`config.mk`:
```
export PLATFORM = sky130hd
export DESIGN_NAME = rx_edge_bit_sampler
export DESIGN_NICKNAME = d
export VERILOG_FILES = /design/src/rtl/uart_rx_pkg.sv /design/src/rtl/rx_majority_vote.sv /design/src/rtl/rx_edge_bit_sampler.sv
export SDC_FILE = /design/constraint.sdc
export NUM_CORES = 1
export LEC_CHECK = 0
export ABC_AREA = 1
export CORE_AREA = 2 2 39 41
export CTS_CLUSTER_DIAMETER = 60
export DETAILED_ROUTE_END_ITERATION = 12
export DIE_AREA = 0 0 41 43
export PLACE_DENSITY = 0.76
export SLEW_MARGIN = 20
export SYNTH_ARGS = -nofsm -noshare
export SYNTH_HDL_FRONTEND = slang
export SYNTH_SLANG_ARGS = --single-unit
```
`constraint.sdc`:
```
create_clock -name clk -period 3.8 [get_ports clk]
set_clock_uncertainty 0.1 [all_clocks]
set_input_delay 0.76 -clock clk [delete_from_list [all_inputs] [get_ports clk]]
set_output_delay 0.76 -clock clk [all_outputs]
set_load 0.02 [all_outputs]
```
`src/rtl/uart_rx_pkg.sv`:
```
// -----------------------------------------------------------------------------
// uart_rx_pkg
// Shared definitions for the UART receiver slice.
//   - PRESCALE_DEF / EDGE_W_DEF : default oversample ratio and matching edge
//                                 counter width
//   - BIT_W_DEF                 : bit counter width (bit indices 0..15)
//   - Frame indices             : bit_cnt values of the start, last data,
//                                 parity and stop bits
//   - maj3(a,b,c)               : 2-of-3 majority function
// -----------------------------------------------------------------------------
package uart_rx_pkg;

    localparam int PRESCALE_DEF = 8;
    localparam int EDGE_W_DEF   = $clog2(PRESCALE_DEF);
    localparam int BIT_W_DEF    = 4;

    // bit_cnt value of each field within a frame
    localparam int START_IDX      = 0;
    localparam int DATA_LAST_IDX  = 8;
    localparam int PAR_IDX        = 9;
    localparam int STOP_IDX_NOPAR = 9;
    localparam int STOP_IDX_PAR   = 10;

    function automatic logic maj3(input logic a, input logic b, input logic c);
        return (a & b) | (a & c) | (b & c);
    endfunction

endpackage

```
`src/rtl/rx_majority_vote.sv`:
```
// -----------------------------------------------------------------------------
// rx_majority_vote
// Three vote registers and the voted-bit register for one received bit.
// Ports:
//   clk          in   oversample clock
//   ARSTn        in   asynchronous active-low reset
//   cap          in   [2:0] capture strobes for votes s0, s1, s2 (one-hot in
//                     time, issued by the parent's edge counter)
//   rx_in        in   serial line, already synchronized to clk
//   sampled_bit  out  registered majority of the three votes
//   samp_valid   out  1-cycle pulse on the edge sampled_bit is updated
// -----------------------------------------------------------------------------
module rx_majority_vote
    import uart_rx_pkg::*;
(
    input  logic       clk,
    input  logic       ARSTn,
    input  logic [2:0] cap,
    input  logic       rx_in,
    output logic       sampled_bit,
    output logic       samp_valid
);

    logic [2:0] vote_reg;
    logic       vote_live;
    logic       sampled_bit_reg;
    logic       samp_valid_reg;

    genvar gi;
    generate
        for (gi = 0; gi < 3; gi++) begin : g_vote
            always_ff @(posedge clk or negedge ARSTn) begin
                if (!ARSTn) begin
                    vote_reg[gi] <= 1'b1;
                end else if (cap[gi]) begin
                    vote_reg[gi] <= rx_in;
                end
            end
        end
    endgenerate

    // The third vote is taken straight from the line on its own capture edge,
    // so the result is ready one cycle earlier than waiting for s2 to settle.
    assign vote_live = cap[2] ? rx_in : vote_reg[2];

    always_ff @(posedge clk or negedge ARSTn) begin
        if (!ARSTn) begin
            sampled_bit_reg <= 1'b1;
            samp_valid_reg  <= 1'b0;
        end else begin
            samp_valid_reg <= cap[2];
            if (cap[2]) begin
                sampled_bit_reg <= maj3(vote_reg[0], vote_reg[1], vote_live);
            end
        end
    end

    assign sampled_bit = sampled_bit_reg;
    assign samp_valid  = samp_valid_reg;

endmodule

```
`src/rtl/rx_edge_bit_sampler.sv`:
```
// -----------------------------------------------------------------------------
// rx_edge_bit_sampler
// Oversampling timebase and mid-bit majority sampler for the UART receiver.
// Ports:
//   clk          in   oversample clock
//   ARSTn        in   asynchronous active-low reset
//   enable       in   count enable from RX FSM; low clears both counters
//   dat_samp_en  in   sampling enable from RX FSM
//   RX_IN        in   serial line, already synchronized to clk
//   edge_cnt     out  oversample edge index within the current bit
//   bit_cnt      out  bit index within the frame (0 = start), saturates at max
//   sampled_bit  out  majority-voted value of the current bit
//   samp_valid   out  1-cycle pulse when sampled_bit is updated
// -----------------------------------------------------------------------------
module rx_edge_bit_sampler
    import uart_rx_pkg::*;
#(
    parameter int PRESCALE = PRESCALE_DEF,
    parameter int EDGE_W   = EDGE_W_DEF,
    parameter int BIT_W    = BIT_W_DEF
) (
    input  logic              clk,
    input  logic              ARSTn,
    input  logic              enable,
    input  logic              dat_samp_en,
    input  logic              RX_IN,
    output logic [EDGE_W-1:0] edge_cnt,
    output logic [BIT_W-1:0]  bit_cnt,
    output logic              sampled_bit,
    output logic              samp_valid
);

    localparam int                MID       = PRESCALE / 2;
    localparam logic [EDGE_W-1:0] EDGE_LAST = EDGE_W'(PRESCALE - 1);
    localparam logic [BIT_W-1:0]  BIT_LAST  = {BIT_W{1'b1}};

    logic [EDGE_W-1:0] edge_cnt_reg, edge_cnt_next;
    logic [BIT_W-1:0]  bit_cnt_reg,  bit_cnt_next;
    logic [2:0]        cap;

    always_comb begin
        edge_cnt_next = edge_cnt_reg;
        bit_cnt_next  = bit_cnt_reg;
        if (!enable) begin
            edge_cnt_next = '0;
            bit_cnt_next  = '0;
        end else if (edge_cnt_reg == EDGE_LAST) begin
            edge_cnt_next = '0;
            // Saturate so a stuck-high enable never aliases back to the start bit
            if (bit_cnt_reg != BIT_LAST) begin
                bit_cnt_next = bit_cnt_reg + BIT_W'(1);
            end
        end else begin
            edge_cnt_next = edge_cnt_reg + EDGE_W'(1);
        end
    end

    always_ff @(posedge clk or negedge ARSTn) begin
        if (!ARSTn) begin
            edge_cnt_reg <= '0;
            bit_cnt_reg  <= '0;
        end else begin
            edge_cnt_reg <= edge_cnt_next;
            bit_cnt_reg  <= bit_cnt_next;
        end
    end

    // Capture strobes at MID-1, MID, MID+1. Gated by enable so a bit aborted
    // by enable falling never completes a vote on the clearing edge.
    genvar gi;
    generate
        for (gi = 0; gi < 3; gi++) begin : g_cap
            assign cap[gi] = enable && dat_samp_en &&
                             (edge_cnt_reg == EDGE_W'(MID - 1 + gi));
        end
    endgenerate

    rx_majority_vote u_vote (
        .clk         (clk),
        .ARSTn       (ARSTn),
        .cap         (cap),
        .rx_in       (RX_IN),
        .sampled_bit (sampled_bit),
        .samp_valid  (samp_valid)
    );

    assign edge_cnt = edge_cnt_reg;
    assign bit_cnt  = bit_cnt_reg;

endmodule
```
======== After elaboration in Yosys (flattened, before gate mapping) ========
Cells that the tools add are included.
Widths: inputs -> output; s select.
operators by class
  muxes and demuxes ....................... 6
  bitwise operators ....................... 5
  $add $sub $neg .......................... 2
  reductions and logical operators ........ 5
  eq/ne operators ......................... 7
operators with widths
  operator             number
  $mux 4               3
  $eq 3x3->1 const B   3
  $mux 3               2
  $add 4x1->4 const B  1
  $logic_and 1x1->1    4
  $ne 2x1->1 const B   2
  $ne 4x4->1 const B   1
  $add 3x1->3 const B  1
  $and 1x1->1          3
  $eq 3x2->1 const B   1
  $or 1x1->1           2
  $reduce_and 2->1     1
  $mux 1               1
word-level totals
  output and inout bits ................... 9
  bits of input ports ..................... 5
  word-level logic and storage cells ...... 32
  flip-flop bits (word level) ............. 12

======== Longest topological paths before layout ========
Gate-level depths: netlist (run 1).
  depth in word-level cells ............... 6
  mapped depth ............................ 8
  gate-level depth less buffers ........... 8

======== Hierarchy ========
A second synthesis (run 1) with hierarchy kept.
unflattened totals
  cell total of the unflattened synthesis .. 83
  area, all modules ....................... 659.4 um^2
modules (own cells, without submodules)
  module               cells each  sequential area each (um^2)  area each (um^2)  instances
  rx_edge_bit_sampler  61          175.2                        454.2             1
  rx_majority_vote     22          130.1                        205.2             1

======== Least setup slack after synthesis (run 1) ========
OpenSTA, ideal clock, no wires.
  path kind ............................... register -> register
  from .................................... register edge_cnt_reg[0] (netlist: edge_cnt[0])
  to ...................................... register bit_cnt_reg[2] (netlist: bit_cnt[2])
  path slack .............................. 2331 ps
  cell stages (with the launch flop) ...... 7
  library setup time ...................... 126 ps
  path buffers ............................ 0
  data required time ...................... 3574 ps
  arrival time ............................ 1243 ps
  period minus slack after synthesis ...... 1469 ps
  path through ............................ dfrtp_1 > ha_1 > ha_1 > nor2_2 > inv_2 > o21ai_4 > o21ai_1
between the ends
  word-level cells in the longest chain between the ends .. 3
ends and longest elaborated chain
  element                     RTL line                   source
  start, declared             rx_edge_bit_sampler.sv:37  logic [EDGE_W-1:0] edge_cnt_reg, edge_cnt_next;
  start signal, assigned      rx_edge_bit_sampler.sv:63  edge_cnt_reg <= edge_cnt_next;
  $eq 3x3->1                  rx_edge_bit_sampler.sv:47  end else if (edge_cnt_reg == EDGE_LAST) begin
  $ne 2x1->1 (no line)        n/a
  $reduce_and 2->1 (no line)  n/a
  end signal, assigned        rx_edge_bit_sampler.sv:64  bit_cnt_reg <= bit_cnt_next;
  end, declared               rx_edge_bit_sampler.sv:38  logic [BIT_W-1:0] bit_cnt_reg, bit_cnt_next;
No other way between the ends.
A chain may end at the register's enable or synchronous reset.

======== Final worst setup path (run 1) ========
  from .................................... register u_vote.sampled_bit_reg (netlist: u_vote.sampled_bit)
  to ...................................... output sampled_bit
RTL lines
  element                 RTL line                   source
  start, declared         rx_majority_vote.sv:26     logic sampled_bit_reg;
  start signal, assigned  rx_majority_vote.sv:53     sampled_bit_reg <= maj3(vote_reg[0], vote_reg[1], vote_live);
  end, declared           rx_edge_bit_sampler.sv:29  output logic sampled_bit,
No word-level cell between the ends.

==> impl_metrics.toml, run 1 <==
[place]
place_congestion = 0.766
portBuffers = 13
dp_hpwl_um = 880
post-place-ws_ps = 1690

[worst_setup_path]
path_depth = 1
crit_buf_inv = 1
crit_type = "reg2out"
worstPathMaxFanout = 2
cp-start-kind = "flop"
reg2reg_depth = 7
cp.arrival_ps = 1410
required_ps = 2940
crit_path_top_delay_cell = "clkdlybuf4s50_1"
crit_path_cell_trace = "clkdlybuf4s50_1"
endpoint_kind = "output pin"
cp_top_family = "buffers and inverters"
cpPeakStageDelay_ps = 590

[floorplan]
ios = 14
core_mm2 = 0.00138
die_y_um = 43
die_x_um = 41
initial_core_util = 0.452
rows = 14
dieArea_mm2 = 0.00176

[cts]
cts_setup_buffers = 0
cts_buffer_depth = 2
clkSlewWorstSetupHoldPaths_ps = 80
cts_tree = "done"
clock_insertion_delay_worst_skew_ps = 280
postCtsHoldBufs = 0
cts_sinks = 12
cts-buffers-inserted = 3
cts-root-buf = "clkbuf_4"
h-tree-depth = 1
cts_resized = 0

[timing]
maxSlewViolCount = 0
finalSetupViolations = 0
hold_violations = 0
fmax_mhz = 440
hold_ws_ps = 380
finalCritPeriodShare = 0.598
fin_crit_ps = 2270
fin_tns_setup_ps = 0
rsz0062_at_grt = "false"
slew-limit-headroom = 0.646
worst_pin_slew_ps = 530
worst_slack_ps = 1530

[route]
vias = 483
wl_per_cell_um = 11.1
vias_per_cell = 4.74
drt.antenna.violating_nets = 0
drc = 0
drtIter0Drc = 3
firstDrtPassIters = 4
routed_wl_mm = 1.13

[global_route]
grt_pass1_vias = 467
grt_max_degree = 13
gr-usage-met1 = 0.193
grt_util_all_layers = 0.180
met2_usage = 0.259
antenna_found_initial = 0
grt_first_pass_wirelength_mm = 1.96
gr-total-overflow = 0
met3_usage = 0.0785
grt.busiest_layer = "met2"

[power_and_ir_drop]
ir_drop_mv = 0.261
powerDensity_mw_per_mm2 = 388
power_leakage_nw = 0.376

[hold_path]
min_path_cells = 2
hold_path_class = "reg2reg"

[yosys]
synth_area_leaders = "dfrtp_1, dfstp_2, ha_1"
synth.avg_cell_area_um2 = 9.07
syn_inst = 69
yosys.area.top_type = "dfrtp_1"
ys_types = 17
synth_seq_cells = 12
yosysTopAreaCellShare = 0.320
syn_area_um2 = 626
ys_seq_area_frac = 0.488
syn_nets = 80
ys_warn_count = 0

[final_layout]
n_antenna_cell = 0
largest_reg_flops = 4
fin_nets = 98
area_delta_synth_final_pct = 29.8
drive_gt1_frac = 0.198

[outcome]
status = "complete, no violations"

[job]
max-cap-violations = 0
-- synth_stat cells --
cell type and number:
a21oi_1 1, dfrtp_1 8, dfstp_2 4, ha_1 6, inv_1 6, inv_2 3
nand2_1 15, nand2_2 2, nand3_1 6, nand4_1 1, nor2_1 6, nor2_2 2
nor2_4 1, o21ai_0 1, o21ai_1 5, o21ai_4 1, xor2_1 1
-- cell families (layout without fill, tap and decap cells) --
group	Yosys count	after routing	synth area share
buf+inv	9	26	0.0540
xor+xnor	1	1	0.0140
compound gates	8	8	0.0820
flops	12	12	0.488
simple gates	33	33	0.242
fa+ha+maj	6	6	0.120
-- stage by stage --
stage	cell area (um2)	instances	power [mW]	util
2_1_floorplan	626	69	0.194	-
3_3_place_gp	776	98	0.216	0.561
3_5_place_dp	776	98	0.217	0.561
4_1_cts	812	102	0.319	0.587
5_1_grt	812	102	0.337	0.587
6_report	812	102	0.315	0.587
-- layout make-up --
| type | instances | area, um2 |
|---|---|---|
| inverters | 9 | 33.8 |
| repair buffers | 13 | 130 |
| well taps | 16 | 20.0 |
| multi-input cells | 48 | 287 |
| flip-flops and latches | 12 | 305 |
| fillers | 130 | 572 |
| clock buffers | 4 | 36.3 |
-- metal layers --
metal	vias to the layer above	wire length (um)
li1	252	-
met1	217	473
met2	10	566
met3	4	48
met4	0	41
met5	-	0
-- power by group --
group | total (mW) | switching [mW] | internal (mW)
registers | 0.160 | 0.0101 | 0.150
logic | 0.0540 | 0.0296 | 0.0243
clock network | 0.101 | 0.0428 | 0.0584
total | 0.315 | 0.0826 | 0.233
-- final timing paths --
check                                      to  slack, ps               start
setup reg to reg                   bit_cnt[3]       2300         edge_cnt[0]
min in group asynchronous          bit_cnt[2]        720               ARSTn
hold reg to reg            u_vote.sampled_bit        380  u_vote.sampled_bit
max in group asynchronous         edge_cnt[2]       2510               ARSTn
hold / removal             u_vote.sampled_bit        380  u_vote.sampled_bit
setup / recovery                  sampled_bit       1530  u_vote.sampled_bit
-- cells in the final DEF (no fill, tap or decap) --
| cell | instances |
|---|---|
| nand2_1 | 15 |
| o21ai_0 | 1 |
| nand2_2 | 2 |
| inv_1 | 6 |
| a21oi_1 | 1 |
| nor2_4 | 1 |
| nor2_2 | 2 |
| clkbuf_4 | 3 |
| dfrtp_1 | 8 |
| dfstp_2 | 4 |
| xor2_1 | 1 |
| o21ai_4 | 1 |
| clkbuf_8 | 1 |
| inv_2 | 3 |
| ha_1 | 6 |
| nand4_1 | 1 |
| nand3_1 | 6 |
| o21ai_1 | 5 |
| clkdlybuf4s50_1 | 13 |
| nor2_1 | 6 |
(Power assumes the default switching activity.)
==> run 2: changes to the inputs <==
--- a/config.mk
+++ b/config.mk
@@ -6,10 +6,10 @@
 export NUM_CORES = 1
 export LEC_CHECK = 0
 export ABC_AREA = 1
-export CORE_AREA = 2 2 39 41
+export CORE_MARGIN = 2
+export CORE_UTILIZATION = 47
 export CTS_CLUSTER_DIAMETER = 60
 export DETAILED_ROUTE_END_ITERATION = 12
-export DIE_AREA = 0 0 41 43
 export PLACE_DENSITY = 0.76
 export SLEW_MARGIN = 20
 export SYNTH_ARGS = -nofsm -noshare
==> constraint.sdc (replaced) <==
create_clock -name clk -period 2.1 [get_ports clk]
set_clock_uncertainty 0.1 [all_clocks]
set_input_delay 0.42 -clock clk [delete_from_list [all_inputs] [get_ports clk]]
set_output_delay 0.42 -clock clk [all_outputs]
set_load 0.02 [all_outputs]
==> run 2 against run 1 <==
Effect of this change:
- first-iteration DRC count grew to 3.3 times the previous value
- routed wire length rose by 0.18%
- sequential share of layout area rose by 0.53 points
- sequential power increased by 82%
- worst setup slack lost 1300 ps
- total power grew 70%
- register-to-register slack lost 1700 ps
- utilization increased by 4.4 points
- die area shrank 7.0%
- final area fell by 1.4%
- global-route usage up 0.20 points
- sequential cell count did not move
- largest power group unchanged
==> impl_metrics.toml, run 2 (synthesis results as in run 1) <==
[worst_setup_path]
required_ps = 1580
endpoint_kind = "output pin"
cp_top_family = "buffers and inverters"
cp-start-kind = "flop"
r2r-end = "bit_cnt[2]"
cpPeakStageDelay_ps = 590
crit_buf_inv = 1
reg2reg_depth = 6
crit_type = "reg2out"
worstSetupStartpoint = "u_vote.sampled_bit"
crit_path_cell_trace = "clkdlybuf4s50_1"
worstSetupEndpoint = "sampled_bit"
reg2reg_from = "edge_cnt[0]"
cp.arrival_ps = 1380
path_depth = 1
reg2reg_slack_ps = 630
worstPathMaxFanout = 2
crit_path_top_delay_cell = "clkdlybuf4s50_1"

[global_route]
grt.busiest_layer = "met2"
grt_max_degree = 13
antenna_found_initial = 0
gr-total-overflow = 0
grt_pass1_vias = 481
gr-usage-met1 = 0.241
grt_first_pass_wirelength_mm = 1.99
met2_usage = 0.286
met3_usage = 0.0333
grt_util_all_layers = 0.182

[power_and_ir_drop]
seqPwrFrac = 0.543
clkPwrFrac = 0.275
ir_drop_mv = 0.378
sw_frac_of_total = 0.273
power_leakage_nw = 0.370
p_int_mw = 0.389
p_total_mw = 0.535
powerDensity_mw_per_mm2 = 669
switchingPower_mw = 0.146
p_comb_frac = 0.183

[place]
portBuffers = 13
place_congestion = 0.779
dp_hpwl_um = 862

[outcome]
status = "complete, no violations"

[cts]
cts_sinks = 12
cts_buffer_depth = 2
clock_insertion_delay_worst_skew_ps = 270
h-tree-depth = 1
cts_setup_buffers = 0
postCtsHoldBufs = 0
cts-root-buf = "clkbuf_4"
cts_tree = "done"
clkSlewWorstSetupHoldPaths_ps = 60
cts-buffers-inserted = 3
cts_resized = 0

[timing]
finalCritPeriodShare = 0.904
worst_pin_slew_ps = 526
slew-limit-headroom = 0.648
fin_crit_ps = 1900
fin_tns_setup_ps = 0
hold_violations = 0
rsz0062_at_grt = "false"
fmax_mhz = 527
maxSlewViolCount = 0
finalSetupViolations = 0

[route]
drtIter0Drc = 10
routed_wl_mm = 1.13
firstDrtPassIters = 3
vias_per_cell = 4.94
vias = 499
drc = 0
wl_per_cell_um = 11.2
drt.antenna.violating_nets = 0

[floorplan]
core_mm2 = 0.00127
rows = 13
die_x_um = 40.5
die_y_um = 40.5
initial_core_util = 0.493
dieArea_mm2 = 0.00164
ios = 14

[final_layout]
largest_reg_flops = 4
fin_nets = 98
most-common-layout-cells = "nand2_1, clkdlybuf4s50_1, dfrtp_1"
drive_gt1_frac = 0.186
fill_cells = 121
area_delta_synth_final_pct = 28.0
final_common_cell = "nand2_1"
n_antenna_cell = 0
utilization = 0.631

[job]
max-cap-violations = 0

[hold_path]
hold_path_class = "reg2reg"
[run 2: cell counts in the layout (fill, tap and decap cells not counted)]
No cell type changed its count.
[run 2: per-stage QoR]
stage	setup slack [ps]	cells	cell area, um2	hold WS, ps
6_report	202	101	801	369
3_3_place_gp	384	97	774	356
3_5_place_dp	350	97	774	361
2_1_floorplan	631	69	626	24.4
4_1_cts	189	101	801	371
5_1_grt	156	101	801	402
[run 2: metal layers]
layer | routed length [um] | part of all wire
met3 | 42 | 0.037
met2 | 543 | 0.48
met1 | 538 | 0.48
met4 | 6 | 0.0053
met5 | 0 | 0
[run 2: worst min path at each step]
stage,cells after the start,startpoint,slack [ps],to
finish,2,u_vote.sampled_bit,370,u_vote.sampled_bit
floorplan,0,ARSTn,20,bit_cnt[0]
global placement,2,u_vote.sampled_bit,360,u_vote.sampled_bit
detailed placement,2,u_vote.sampled_bit,360,u_vote.sampled_bit
CTS,2,u_vote.sampled_bit,370,u_vote.sampled_bit
global route,2,u_vote.sampled_bit,400,u_vote.sampled_bit
[run 2: final cells by class]
cell class,instances,area (um2),share of cell area
flip-flops and latches,12,305,0.381
inverters,9,33.8,0.0422
clock buffers,4,26.3,0.0328
well taps,15,18.8,0.0234
repair buffers,13,130,0.163
multi-input cells,48,287,0.358
[run 2: power groups by stage]
stage / logic, mW / clock network [mW] / registers (mW)
after floorplan: 0.0495 / 0 / 0.301
after global placement: 0.0974 / 0 / 0.293
after detailed placement: 0.0991 / 0 / 0.295
after CTS: 0.0998 / 0.152 / 0.291
after global routing: 0.112 / 0.163 / 0.295
final: 0.0978 / 0.147 / 0.291
==> run 3: changes to the inputs <==
--- a/config.mk
+++ b/config.mk
@@ -7,10 +7,10 @@
 export LEC_CHECK = 0
 export ABC_AREA = 1
 export CORE_MARGIN = 2
-export CORE_UTILIZATION = 47
+export CORE_UTILIZATION = 45
 export CTS_CLUSTER_DIAMETER = 60
 export DETAILED_ROUTE_END_ITERATION = 12
-export PLACE_DENSITY = 0.76
+export PLACE_DENSITY = 0.74
 export SLEW_MARGIN = 20
 export SYNTH_ARGS = -nofsm -noshare
 export SYNTH_HDL_FRONTEND = slang
==> run 3 against run 2 <==
Effect of this change:
- clock-buffer cell count did not move
- first-iteration DRC count fell by 50%
- sequential power barely moved
- die area rose by 4.0%
- global-route usage fell by 0.91 points
- final area rose by 1.3%
- sequential share of layout area fell by 0.47 points
- routed wire length fell by 0.53%
- largest cell class unchanged
- highest routed layer unchanged
==> impl_metrics.toml, run 3 (synthesis results as in run 1) <==
[final_layout]
drive_gt1_frac = 0.198
area_delta_synth_final_pct = 29.6
fin_nets = 98
largest_reg_flops = 4
utilization = 0.623
most-common-layout-cells = "nand2_1, clkdlybuf4s50_1, dfrtp_1"
final_common_cell = "nand2_1"
n_antenna_cell = 0

[worst_setup_path]
cp.arrival_ps = 1400
crit_type = "reg2out"
crit_path_top_delay_cell = "clkdlybuf4s50_1"
crit_path_cell_trace = "clkdlybuf4s50_1"
cpPeakStageDelay_ps = 590
required_ps = 1580
worstPathMaxFanout = 2
endpoint_kind = "output pin"
cp-start-kind = "flop"
crit_buf_inv = 1
cp_top_family = "buffers and inverters"

[place]
dp_hpwl_um = 906
place_congestion = 0.741
portBuffers = 13
post-place-ws_ps = 350

[power_and_ir_drop]
switchingPower_mw = 0.155
seqPwrFrac = 0.504
power_leakage_nw = 0.376
p_int_mw = 0.421
ir_drop_mv = 0.436
sw_frac_of_total = 0.270
powerDensity_mw_per_mm2 = 710
clkPwrFrac = 0.326
p_comb_frac = 0.170

[route]
firstDrtPassIters = 5
routed_wl_mm = 1.13
drc = 0
vias = 502
drt.antenna.violating_nets = 0
vias_per_cell = 4.97
wl_per_cell_um = 11.1
drtIter0Drc = 5

[cts]
clock_insertion_delay_worst_skew_ps = 270
cts_setup_buffers = 0
postCtsHoldBufs = 0
cts-root-buf = "clkbuf_4"
cts_tree = "done"
cts_buffer_depth = 2
cts_resized = 0
cts_sinks = 12
clkSlewWorstSetupHoldPaths_ps = 80
h-tree-depth = 1
cts-buffers-inserted = 3

[timing]
slew-limit-headroom = 0.651
fin_tns_setup_ps = 0
fmax_mhz = 521
finalCritPeriodShare = 0.913
hold_violations = 0
hold_ws_ps = 369
rsz0062_at_grt = "false"
fin_crit_ps = 1920
worst_pin_slew_ps = 521
worst_slack_ps = 182
finalSetupViolations = 0
maxSlewViolCount = 0

[global_route]
grt_first_pass_wirelength_mm = 1.82
grt_util_all_layers = 0.173
antenna_found_initial = 0
grt_pass1_vias = 453
gr-total-overflow = 0
grt_max_degree = 13

[outcome]
status = "complete, no violations"

[floorplan]
die_x_um = 41.3
core_mm2 = 0.00130
dieArea_mm2 = 0.00170
initial_core_util = 0.481
rows = 13
die_y_um = 41.3
ios = 14

[hold_path]
hold_path_class = "reg2reg"

[job]
max-cap-violations = 0
==> run 3: cell type report <==
cell class / count / area, um2
sequential: 12 / 305
timing repair buffer: 13 / 130
tap: 15 / 18.8
clock buffer: 4 / 36.3
multi-input combinational: 48 / 287
inverter: 9 / 33.8
fill: 112 / 490
==> run 3: routing by layer <==
metal,global-route usage,wire length (um),up-vias
met3,0.0435,47,4
met2,0.289,548,9
met5,0,0,-
li1,-,-,254
met4,0.121,19,0
met1,0.188,510,235
==> run 3: final timing paths <==
path | start | endpoint | slack [ps] | cells past startpoint
setup / recovery | u_vote.sampled_bit | sampled_bit | 180 | 1
hold / removal | u_vote.sampled_bit | u_vote.sampled_bit | 370 | 2
setup reg to reg | edge_cnt[0] | bit_cnt[1] | 610 | 7
hold reg to reg | u_vote.sampled_bit | u_vote.sampled_bit | 370 | 2
max in group asynchronous | ARSTn | u_vote.vote_reg[0] | 1150 | 1
min in group asynchronous | ARSTn | bit_cnt[3] | 380 | 1
==> run 3: through the flow <==
step | cell area [um2] | power [mW] | std cells
finish | 811 | 0.576 | 101
global route | 811 | 0.602 | 101
CTS | 811 | 0.580 | 101
detailed placement | 774 | 0.395 | 97
global placement | 774 | 0.391 | 97
floorplan | 626 | 0.351 | 69
==> run 3: power by group through the flow <==
stage               combinational [mW]  clock, mW  sequential, mW
finish                          0.0979      0.188           0.290
global route                     0.114      0.196           0.292
CTS                              0.100      0.189           0.290
detailed placement               0.100          0           0.295
global placement                0.0980          0           0.293
floorplan                       0.0495          0           0.301
